### config.mk
export PLATFORM = sky130hd
export DESIGN_NAME = bod_trim_seq
export DESIGN_NICKNAME = d
export VERILOG_FILES = /design/src/rtl/bod_pkg.sv /design/src/rtl/bod_trim_decode.sv /design/src/rtl/bod_trim_seq.sv
export SDC_FILE = /design/constraint.sdc
export NUM_CORES = 1
export LEC_CHECK = 0
export ABC_AREA = 1
export BUFFER_PORTS_ARGS = -buffer_cell sky130_fd_sc_hd__buf_2
export CORE_MARGIN = 2
export CORE_UTILIZATION = 55
export DETAILED_ROUTE_END_ITERATION = 10
export PLACE_DENSITY = 0.79
export SLEW_MARGIN = 30
export SYNTH_ARGS = -nofsm -noshare
export SYNTH_HDL_FRONTEND = slang
export SYNTH_SLANG_ARGS = --single-unit
### constraint.sdc
create_clock -name clk -period 1.7 [get_ports clk]
set_input_delay 0 -clock clk [delete_from_list [all_inputs] [get_ports clk]]
set_output_delay 0 -clock clk [all_outputs]
set_load 0.1 [all_outputs]
### src/rtl/bod_pkg.sv
// Shared types and helpers for the brownout trim sequencer: trim code widths,
// sequencer states and the 3->8 one-hot decode used by both trim paths.
package bod_pkg;

  localparam int TRIP_W = 3;
  localparam int NSEL   = 8;

  typedef enum logic [1:0] {
    OFF    = 2'd0,
    SETTLE = 2'd1,
    ACTIVE = 2'd2,
    BLANK  = 2'd3
  } bod_state_t;

  function automatic logic [NSEL-1:0] onehot8(input logic [TRIP_W-1:0] code);
    logic [NSEL-1:0] sel;
    sel       = '0;
    sel[code] = 1'b1;
    return sel;
  endfunction

endpackage

### src/rtl/bod_trim_decode.sv
// Registered 3->8 one-hot trim select. Reset parks the select on tap 0 so the
// ladder mux never sees an all-zero select.
module bod_trim_decode
  import bod_pkg::*;
(
  input  logic              clk,
  input  logic              rst,
  input  logic              load_i,
  input  logic [TRIP_W-1:0] code_i,
  output logic [NSEL-1:0]   sel_o
);

  logic [NSEL-1:0] sel_q;

  // The whole word is replaced in one edge, so the select goes straight from one
  // one-hot value to the next with no intermediate pattern.
  always_ff @(posedge clk) begin
    if (rst) begin
      sel_q <= NSEL'(1);
    end else if (load_i) begin
      sel_q <= onehot8(code_i);
    end
  end

  assign sel_o = sel_q;

endmodule

### src/rtl/bod_trim_seq.sv
// Brownout ladder control: sequences enable settling, applies trim codes and
// blanks the comparators while the resistor string settles after a trim change.
module bod_trim_seq
  import bod_pkg::*;
#(
  parameter int SETTLE_CYC = 64,
  parameter int BLANK_CYC  = 16
) (
  input  logic              clk,
  input  logic              rst,
  input  logic              ena_in,
  input  logic [TRIP_W-1:0] otrip,
  input  logic [TRIP_W-1:0] vtrip,
  output logic              ena,
  output logic [NSEL-1:0]   otrip_decoded,
  output logic [NSEL-1:0]   vtrip_decoded,
  output logic              ready,
  output logic              blank
);

  localparam int MAX_CYC = (SETTLE_CYC > BLANK_CYC) ? SETTLE_CYC : BLANK_CYC;
  localparam int CNT_W   = $clog2(MAX_CYC + 1);
  localparam logic [CNT_W-1:0] SETTLE_LOAD = CNT_W'(SETTLE_CYC - 1);
  localparam logic [CNT_W-1:0] BLANK_LOAD  = CNT_W'(BLANK_CYC - 1);

  bod_state_t       state_q, state_d;
  logic [CNT_W-1:0] cnt_q, cnt_d;
  logic             ena_q, ready_q, blank_q;
  logic             loadCodes;
  logic             codeChange;

  // The applied codes live in the decoders; comparing against them catches a
  // change on either trim (or both) as a single event.
  assign codeChange = (otrip_decoded != onehot8(otrip)) ||
                      (vtrip_decoded != onehot8(vtrip));

  always_comb begin
    state_d   = state_q;
    cnt_d     = cnt_q;
    loadCodes = 1'b0;
    unique case (state_q)
      OFF: begin
        loadCodes = 1'b1;
        if (ena_in) begin
          state_d = SETTLE;
          cnt_d   = SETTLE_LOAD;
        end
      end
      SETTLE: begin
        if (codeChange) begin
          loadCodes = 1'b1;
          cnt_d     = SETTLE_LOAD;
        end else if (cnt_q == '0) begin
          state_d = ACTIVE;
        end else begin
          cnt_d = cnt_q - CNT_W'(1);
        end
      end
      ACTIVE: begin
        if (codeChange) begin
          loadCodes = 1'b1;
          state_d   = BLANK;
          cnt_d     = BLANK_LOAD;
        end
      end
      BLANK: begin
        if (codeChange) begin
          loadCodes = 1'b1;
          cnt_d     = BLANK_LOAD;
        end else if (cnt_q == '0) begin
          state_d = ACTIVE;
        end else begin
          cnt_d = cnt_q - CNT_W'(1);
        end
      end
      default: state_d = OFF;
    endcase
    // Dropping the enable request overrides any settle/blank activity.
    if (!ena_in) begin
      state_d   = OFF;
      cnt_d     = '0;
      loadCodes = 1'b1;
    end
  end

  // Status outputs are registered from the next state so they change on the
  // same edge as the state they describe.
  always_ff @(posedge clk) begin
    if (rst) begin
      state_q <= OFF;
      cnt_q   <= '0;
      ena_q   <= 1'b0;
      ready_q <= 1'b0;
      blank_q <= 1'b1;
    end else begin
      state_q <= state_d;
      cnt_q   <= cnt_d;
      ena_q   <= (state_d != OFF);
      ready_q <= (state_d == ACTIVE);
      blank_q <= (state_d != ACTIVE);
    end
  end

  bod_trim_decode u_otrip_dec (
    .clk    (clk),
    .rst    (rst),
    .load_i (loadCodes),
    .code_i (otrip),
    .sel_o  (otrip_decoded)
  );

  bod_trim_decode u_vtrip_dec (
    .clk    (clk),
    .rst    (rst),
    .load_i (loadCodes),
    .code_i (vtrip),
    .sel_o  (vtrip_decoded)
  );

  assign ena   = ena_q;
  assign ready = ready_q;
  assign blank = blank_q;

endmodule

; ---- Yosys cells after proc, flatten, opt, wreduce, memory -nomap -nowiden
; Cells that the tools add are included.
[op_classes]
n_addsub = 1
order_cmp = 4
eq_ne = 8
n_mux = 17
bitwise = 1
reduce_logical = 9
[ops]
columns = op, count
row1 = 7-bit 2-to-1 mux, 4
row2 = 7-bit case mux with 4 select lines, 1
row3 = 8-bit inequality test, 2
row4 = "3-bit by 4-bit less-than comparator with 1-bit output, second input constant", 2
row5 = 2-bit 2-to-1 mux, 4
row6 = 7-bit zero test, 1
row7 = "7-bit by 1-bit subtractor with 7-bit output, second input constant", 1
row8 = 1-bit demux with 3-bit select, 2
row9 = "2-bit == test, second input constant", 3
row10 = "3-bit by 1-bit >= comparator with 1-bit output, second input constant", 2
row11 = 2-bit case mux with 3 select lines, 1
row12 = 1-bit 2-to-1 mux, 4
row13 = "2-bit inequality test, second input constant", 2
row14 = 2-bit OR reduction, 2
row15 = 3-bit OR reduction, 1
row16 = "2-bit by 1-bit == test with 1-bit output, second input constant", 1
row17 = 1-bit logical AND, 2
row18 = 2-bit zero test, 1
row19 = 1-bit case mux with 2 select lines, 1
row20 = 2-bit nonzero test, 1
row21 = 1-bit logical OR, 1
row22 = 1-bit inverter, 1
[totals]
ff_bits = 28
out_inout_bits = 19
wordCells = 47

; ---- Depth between registers and ports, before layout
[depth]
depth_word = 10
mapped_depth = 14

; ---- Modules after synthesis
; From an unflattened synthesis, not the netlist that was laid out.
[hier_totals]
cells_unflattened = 291
area_unflattened_um2 = 1784.2
[modules_own_cells]
columns = mod, instances, cells_each, area_each_um2, seq_area_each_um2
row1 = bod_trim_seq, 1, 203, 1118.6, 240.2
row2 = bod_trim_decode, 2, 44, 332.8, 160.2

; ---- Worst setup path before layout
; OpenSTA, ideal clock, no wires.
[synth_path]
kind = register to register
from = register u_otrip_dec.sel_q[0], in the netlist u_otrip_dec.sel_o[0]
to = register blank_q, in the netlist blank
t_arrival_ps = 1916
required_ps = 1584
path_slack_ps = -333
stages_incl_launch_ff = 12
synth_period_minus_slack_ps = 2033
path_cell_list = dfxtp_1 -> inv_1 -> nand3_1 -> nand2_1 -> nor2_1 -> nand2_1 -> nor2_2 -> nand3_2 -> inv_2 -> nand2_2 -> a21oi_4 -> nand2_1
[synth_via]
elab_chain_cells = 6
elab_cells_between_ends = 7
cone_classes = 2 x eq/ne / 4 x mux / 1 x reduce/logical
[synth_lines]
columns = item, line_no
row1 = "start, declared", bod_trim_decode.sv:13  ; logic [NSEL-1:0] sel_q;
row2 = "start signal, assigned", bod_trim_decode.sv:21  ; sel_q <= onehot8(code_i);
row3 = 8-bit inequality test (*), bod_trim_seq.sv:34  ; assign codeChange = (otrip_decoded != onehot8(otrip)) ||
row4 = 1-bit logical OR (*), bod_trim_seq.sv:34
row5 = 2-bit 2-to-1 mux (on tied branches), "bod_trim_seq.sv:67, bod_trim_seq.sv:60"
row6 = 2-bit case mux with 3 select lines (*), bod_trim_seq.sv:41  ; unique case (state_q)
row7 = 2-bit 2-to-1 mux (*), bod_trim_seq.sv:79  ; if (!ena_in) begin
row8 = 2-bit inequality test (*), bod_trim_seq.sv:100  ; blank_q <= (state_d != ACTIVE);
row9 = "end signal, assigned", bod_trim_seq.sv:100
row10 = "end, declared", bod_trim_seq.sv:28  ; logic ena_q, ready_q, blank_q;
; Every way passes the cells marked *; elsewhere a longest branch is shown, timed or not.
; A chain may end at the register's enable or synchronous reset.

; ---- Final worst setup path
[layout_path]
from = register u_vtrip_dec.sel_q[7], in the netlist u_vtrip_dec.sel_o[7]
to = register cnt_q[3]
[layout_via]
elab_chain_cells = 4
elab_cells_between_ends = 6
cone_classes = 2 x eq/ne / 3 x mux / 1 x reduce/logical
[layout_lines]
columns = item, line_no
row1 = "start, declared", bod_trim_decode.sv:13
row2 = "start signal, assigned", bod_trim_decode.sv:21
row3 = 8-bit inequality test (*), bod_trim_seq.sv:35  ; (vtrip_decoded != onehot8(vtrip));
row4 = 1-bit logical OR (*), bod_trim_seq.sv:34
row5 = 7-bit 2-to-1 mux (on tied branches), "bod_trim_seq.sv:67, bod_trim_seq.sv:50"
row6 = 7-bit case mux with 4 select lines, bod_trim_seq.sv:41
row7 = "end signal, assigned", bod_trim_seq.sv:97  ; cnt_q <= cnt_d;
row8 = "end, declared", bod_trim_seq.sv:27  ; logic [CNT_W-1:0] cnt_q, cnt_d;
; Marks and branches as above.

==> impl_summary.md <==
Worst hold path
In this run the worst hold path is classified as input port to register. The beginning of the worst hold path is vtrip[2]. The path with the worst hold slack has its endpoint at u_vtrip_dec.sel_o[5]. The cell depth of the worst min-delay path is 3.

Routing
The met1 routed wirelength after detailed routing is 1.60 mm. The total number of vias is 1,584. The first detailed-routing pass ran for 4 iterations.

The routed wire length per instance is 11.0 um. The detailed router's first-iteration violation count is 92. The detailed-route wire length is 3.43 mm. Summed over all nets, wire length on met2 after detailed routing comes to 1.63 mm. The total DRC errors in the routed layout is 0. Once detail routing completed, the nets flagged for antenna violations numbered 0. In the routed layout, each cell is associated on average with a via count of 5.09. The highest metal layer with signal wires is met4. Detailed routing placed a total of 159 um of wire on met3.

Power and ir drop
The static leakage is 0.989 nW. Power spread over the standard cell area amounts to 700 nW/um^2. The cell-internal power is 881 uW. The switching part of the total is 35.2%. The share of total power dissipated in sequential elements is 51.3%. The worst-case IR drop observed on VDD is 0.563 mV. Combinational logic is responsible for 27.3% of the overall power. The power spent charging and discharging nets is 478 uW. The clock network is responsible for 21.4% of the overall power.

Critical path
The critical path class is register to register. Among the stages of the critical path, the cell type that occurs most often is nand2_1. For this run, the slowest stage of the critical path takes 0.37 ns. In this run the register-to-register setup slack is 0.22 ns. The cell type of the slowest stage on the worst timing path is dfxtp_2. The largest fanout of any net on the critical path is 6. For the worst flop-to-flop path, the logic depth is 10.

The reg-to-reg endpoint is cnt_q[3]. The arrival time of the worst setup path is 1.73 ns. The startpoint type of the worst setup path is a register. The launching point of the worst reg2reg path is u_vtrip_dec.sel_o[7]. The signal on the critical path passes through inv_1 -> nand4_1 -> nand2_1 -> nor2_1 -> nand2_1 -> nor2_2 -> nand3_2 -> buf_4 -> o21ai_0 -> a21oi_1. The critical path required time is 1.95 ns. The critical path endpoint category is a register.

STA
Setup violations remaining at the end of the flow were counted as 0. Counting I/O delays and the setup requirement, the final critical path takes 1.48 ns. The final hold violation count is 0. Setup repair after global routing left no endpoint under its margin. The headroom to the max-slew limit is 67.4%.

The final max-slew violation count is 0. The pin slew with the least headroom to its limit is 0.492 ns. Of the available clock period, the critical path in the final layout requires 87.1%.

In the final timing run, aggregate negative setup slack is 0 ns. The final worst slack is 0.219 ns. Timing would allow up to 675 MHz. Between clock sinks in the finished design, the worst skew comes to 0.00189 ns.

GRT
The first-pass GRT wire length is 5.58 mm. The total routing resource utilization after global routing is 21.5%. The pin count of the biggest net entering global routing is 16.

The remaining global-route overflow is 0. The number of global-route vias before repair is 1,282. The number of antenna violations at the first check in global routing is 0.

Yosys
The number of synthesized register bits is 28. The number of nets handed over by synthesis was 255. After synthesis, flip-flops and latches occupy 35.7% of the total area. The number of different library cells used by synthesis comes to 25. The Yosys step of the flow raised 0 warnings. A synthesized cell averages 6.43 sq um.

Synthesis produced 244 cells. After synthesis the cells add up to 1570 sq um.

Finish
The post-layout net count is 292. 0 antenna diodes ended up in the layout. The layout-stage area growth over the synthesis result is 23.7%.

Fill cells in the final layout number 238. The layout cell share with drive strength beyond 1 is 28.9%.

Placed design
The count of buffers from port buffering is 27. The worst setup slack before clock tree synthesis is 0.208 ns. The final estimated routing congestion in global placement is 0.808. The post-detailed-placement half-perimeter wirelength is 2.44 mm.

Die
The height of the chip is 57.4 um. The number of top-level pins is 28. The die area is 3300 sq um. The region available for standard cell placement spans 2730 sq um. The total number of placement rows is 19. The starting density of the core is 57.4%. The die extent in x is 57.4 um.

CTS
The clock latency on the worst-skew pair is 0.34 ns. The cell at the root of the clock tree is clkbuf_4. TritonCTS built the clock tree.

The clock net sink count is 28. The number of buffers created by CTS is 3. Clock-pin slew was measured on the worst setup and hold paths at 0.14 ns. The H-tree depth reported by CTS is 1.

In this run the deepest clock path goes through 2 buffers.

Status
The run finished with clean final reports.

Job
The tool flagged a number of max-cap violations equal to 0.
[layout by cell type, fill, tap and decap left out, types with 3 or more instances in the layout]
cell	instances
a21oi_1	8
buf_2	26
buf_4	6
buf_6	3
clkbuf_4	3
dfxtp_1	12
dfxtp_2	15
dlymetal6s4s_1	3
inv_1	27
inv_2	3
nand2_1	61
nand2_2	6
nand3_1	19
nand3b_1	5
nand4_1	11
nor2_1	40
nor2_2	3
nor2_4	7
o21ai_0	3
[worst max-delay path, delay by kind of cell, from the launching register on]
kind                   cells  cell delay (ns)
AOI/OAI and AO/OA          2             0.18
DFF                        1             0.37
buffers and inverters      2             0.21
and+or+nand+nor            6             0.64
[metrics by stage]
| step | hold WS [ns] | std cells | power, mW | util, % | area (sq um) |
|---|---|---|---|---|---|
| after floorplan | 0.153 | 244 | 0.981 | - | 1590 |
| after global placement | 0.249 | 297 | 1.03 | 63.8 | 1750 |
| after detailed placement | 0.245 | 297 | 1.04 | 63.8 | 1750 |
| after CTS | 0.00841 | 305 | 1.32 | 66.3 | 1810 |
| after global routing | 0.00168 | 311 | 1.43 | 71.0 | 1940 |
| final | 0.00651 | 311 | 1.36 | 71.0 | 1940 |
[power groups by stage]
stage	Clock, mW	Combinational, mW	Sequential, mW
CTS	0.289	0.334	0.697
detailed placement	0	0.326	0.711
global placement	0	0.323	0.712
global route	0.321	0.406	0.701
finish	0.291	0.370	0.697
floorplan	0	0.175	0.806
[synth_stat cells]
library cell	instances	area share, %
nand2_1	66	16
nor2_1	43	10
dfxtp_1	28	36
inv_1	27	6.5
nand3_1	19	6.1
nand4_1	11	4.4
a21oi_1	8	2.6
inv_2	6	1.4
nand3b_1	5	2.4
nor2_2	5	2.0
buf_2	4	1.3
o21ai_0	3	0.96
clkbuf_1	2	0.48
ha_1	2	1.6
nand2_2	2	0.80
nand3_2	2	1.3
nor2_4	2	1.4
xor2_1	2	1.1
a21oi_4	1	1.0
buf_4	1	0.48
clkinv_1	1	0.24
nor3_1	1	0.32
nor3_4	1	1.0
o21ai_1	1	0.32
xnor2_1	1	0.56
[repair_timing]
| action | CTS | global route |
|---|---|---|
| hold buffers | 4 | 0 |
| gates resized for setup | 0 | 31 |
| hold endpoints to repair | 10 | 0 |
| setup buffers | 0 | 4 |
| endpoints found under the setup margin | 0 | 10 |
[layout make-up]
| type | count | area [sq um] | area share [%] |
|---|---|---|---|
| flip-flops and latches | 28 | 583 | 30.0 |
| inverters | 34 | 140 | 7.22 |
| clock buffers | 4 | 26.3 | 1.35 |
| well taps | 31 | 38.8 | 2.00 |
| multi-input cells | 175 | 896 | 46.2 |
| repair buffers | 39 | 256 | 13.2 |
[layer usage]
layer	up-vias	global-route usage, %
met4	0	6.98
met3	5	4.08
met5	-	0
li1	836	-
met2	36	33.1
met1	707	30.5
[cell families (layout without fill, tap and decap cells)]
logic type	after synthesis	after routing	share of synthesized area, %
AO/OA/AOI/OAI	13	13	4.86
XOR/XNOR	3	3	1.67
adder cells (fa/ha/maj)	2	2	1.59
buffers and inverters	41	77	10.4
flip-flops	28	28	35.7
AND/OR/NAND/NOR	157	157	45.8
[registers in the layout, summed over array words and instances (netlist names)]
name / count
ena: 1
cnt_q: 7
ready: 1
u_vtrip_dec.sel_o: 8
blank: 1
state_q: 2
u_otrip_dec.sel_o: 8
[how the worst max path moves through the flow]
stage	startpoint	to	slack (ns)
2_1_floorplan	u_otrip_dec.sel_o[6]	blank	0.01
3_3_place_gp	otrip[2]	cnt_q[2]	0.23
3_5_place_dp	otrip[2]	blank	0.21
4_1_cts	vtrip[0]	blank	0.04
5_1_grt	u_vtrip_dec.sel_o[7]	cnt_q[1]	0.06
6_report	u_vtrip_dec.sel_o[7]	cnt_q[3]	0.22
Note: power is estimated with default switching activity, not from simulation.
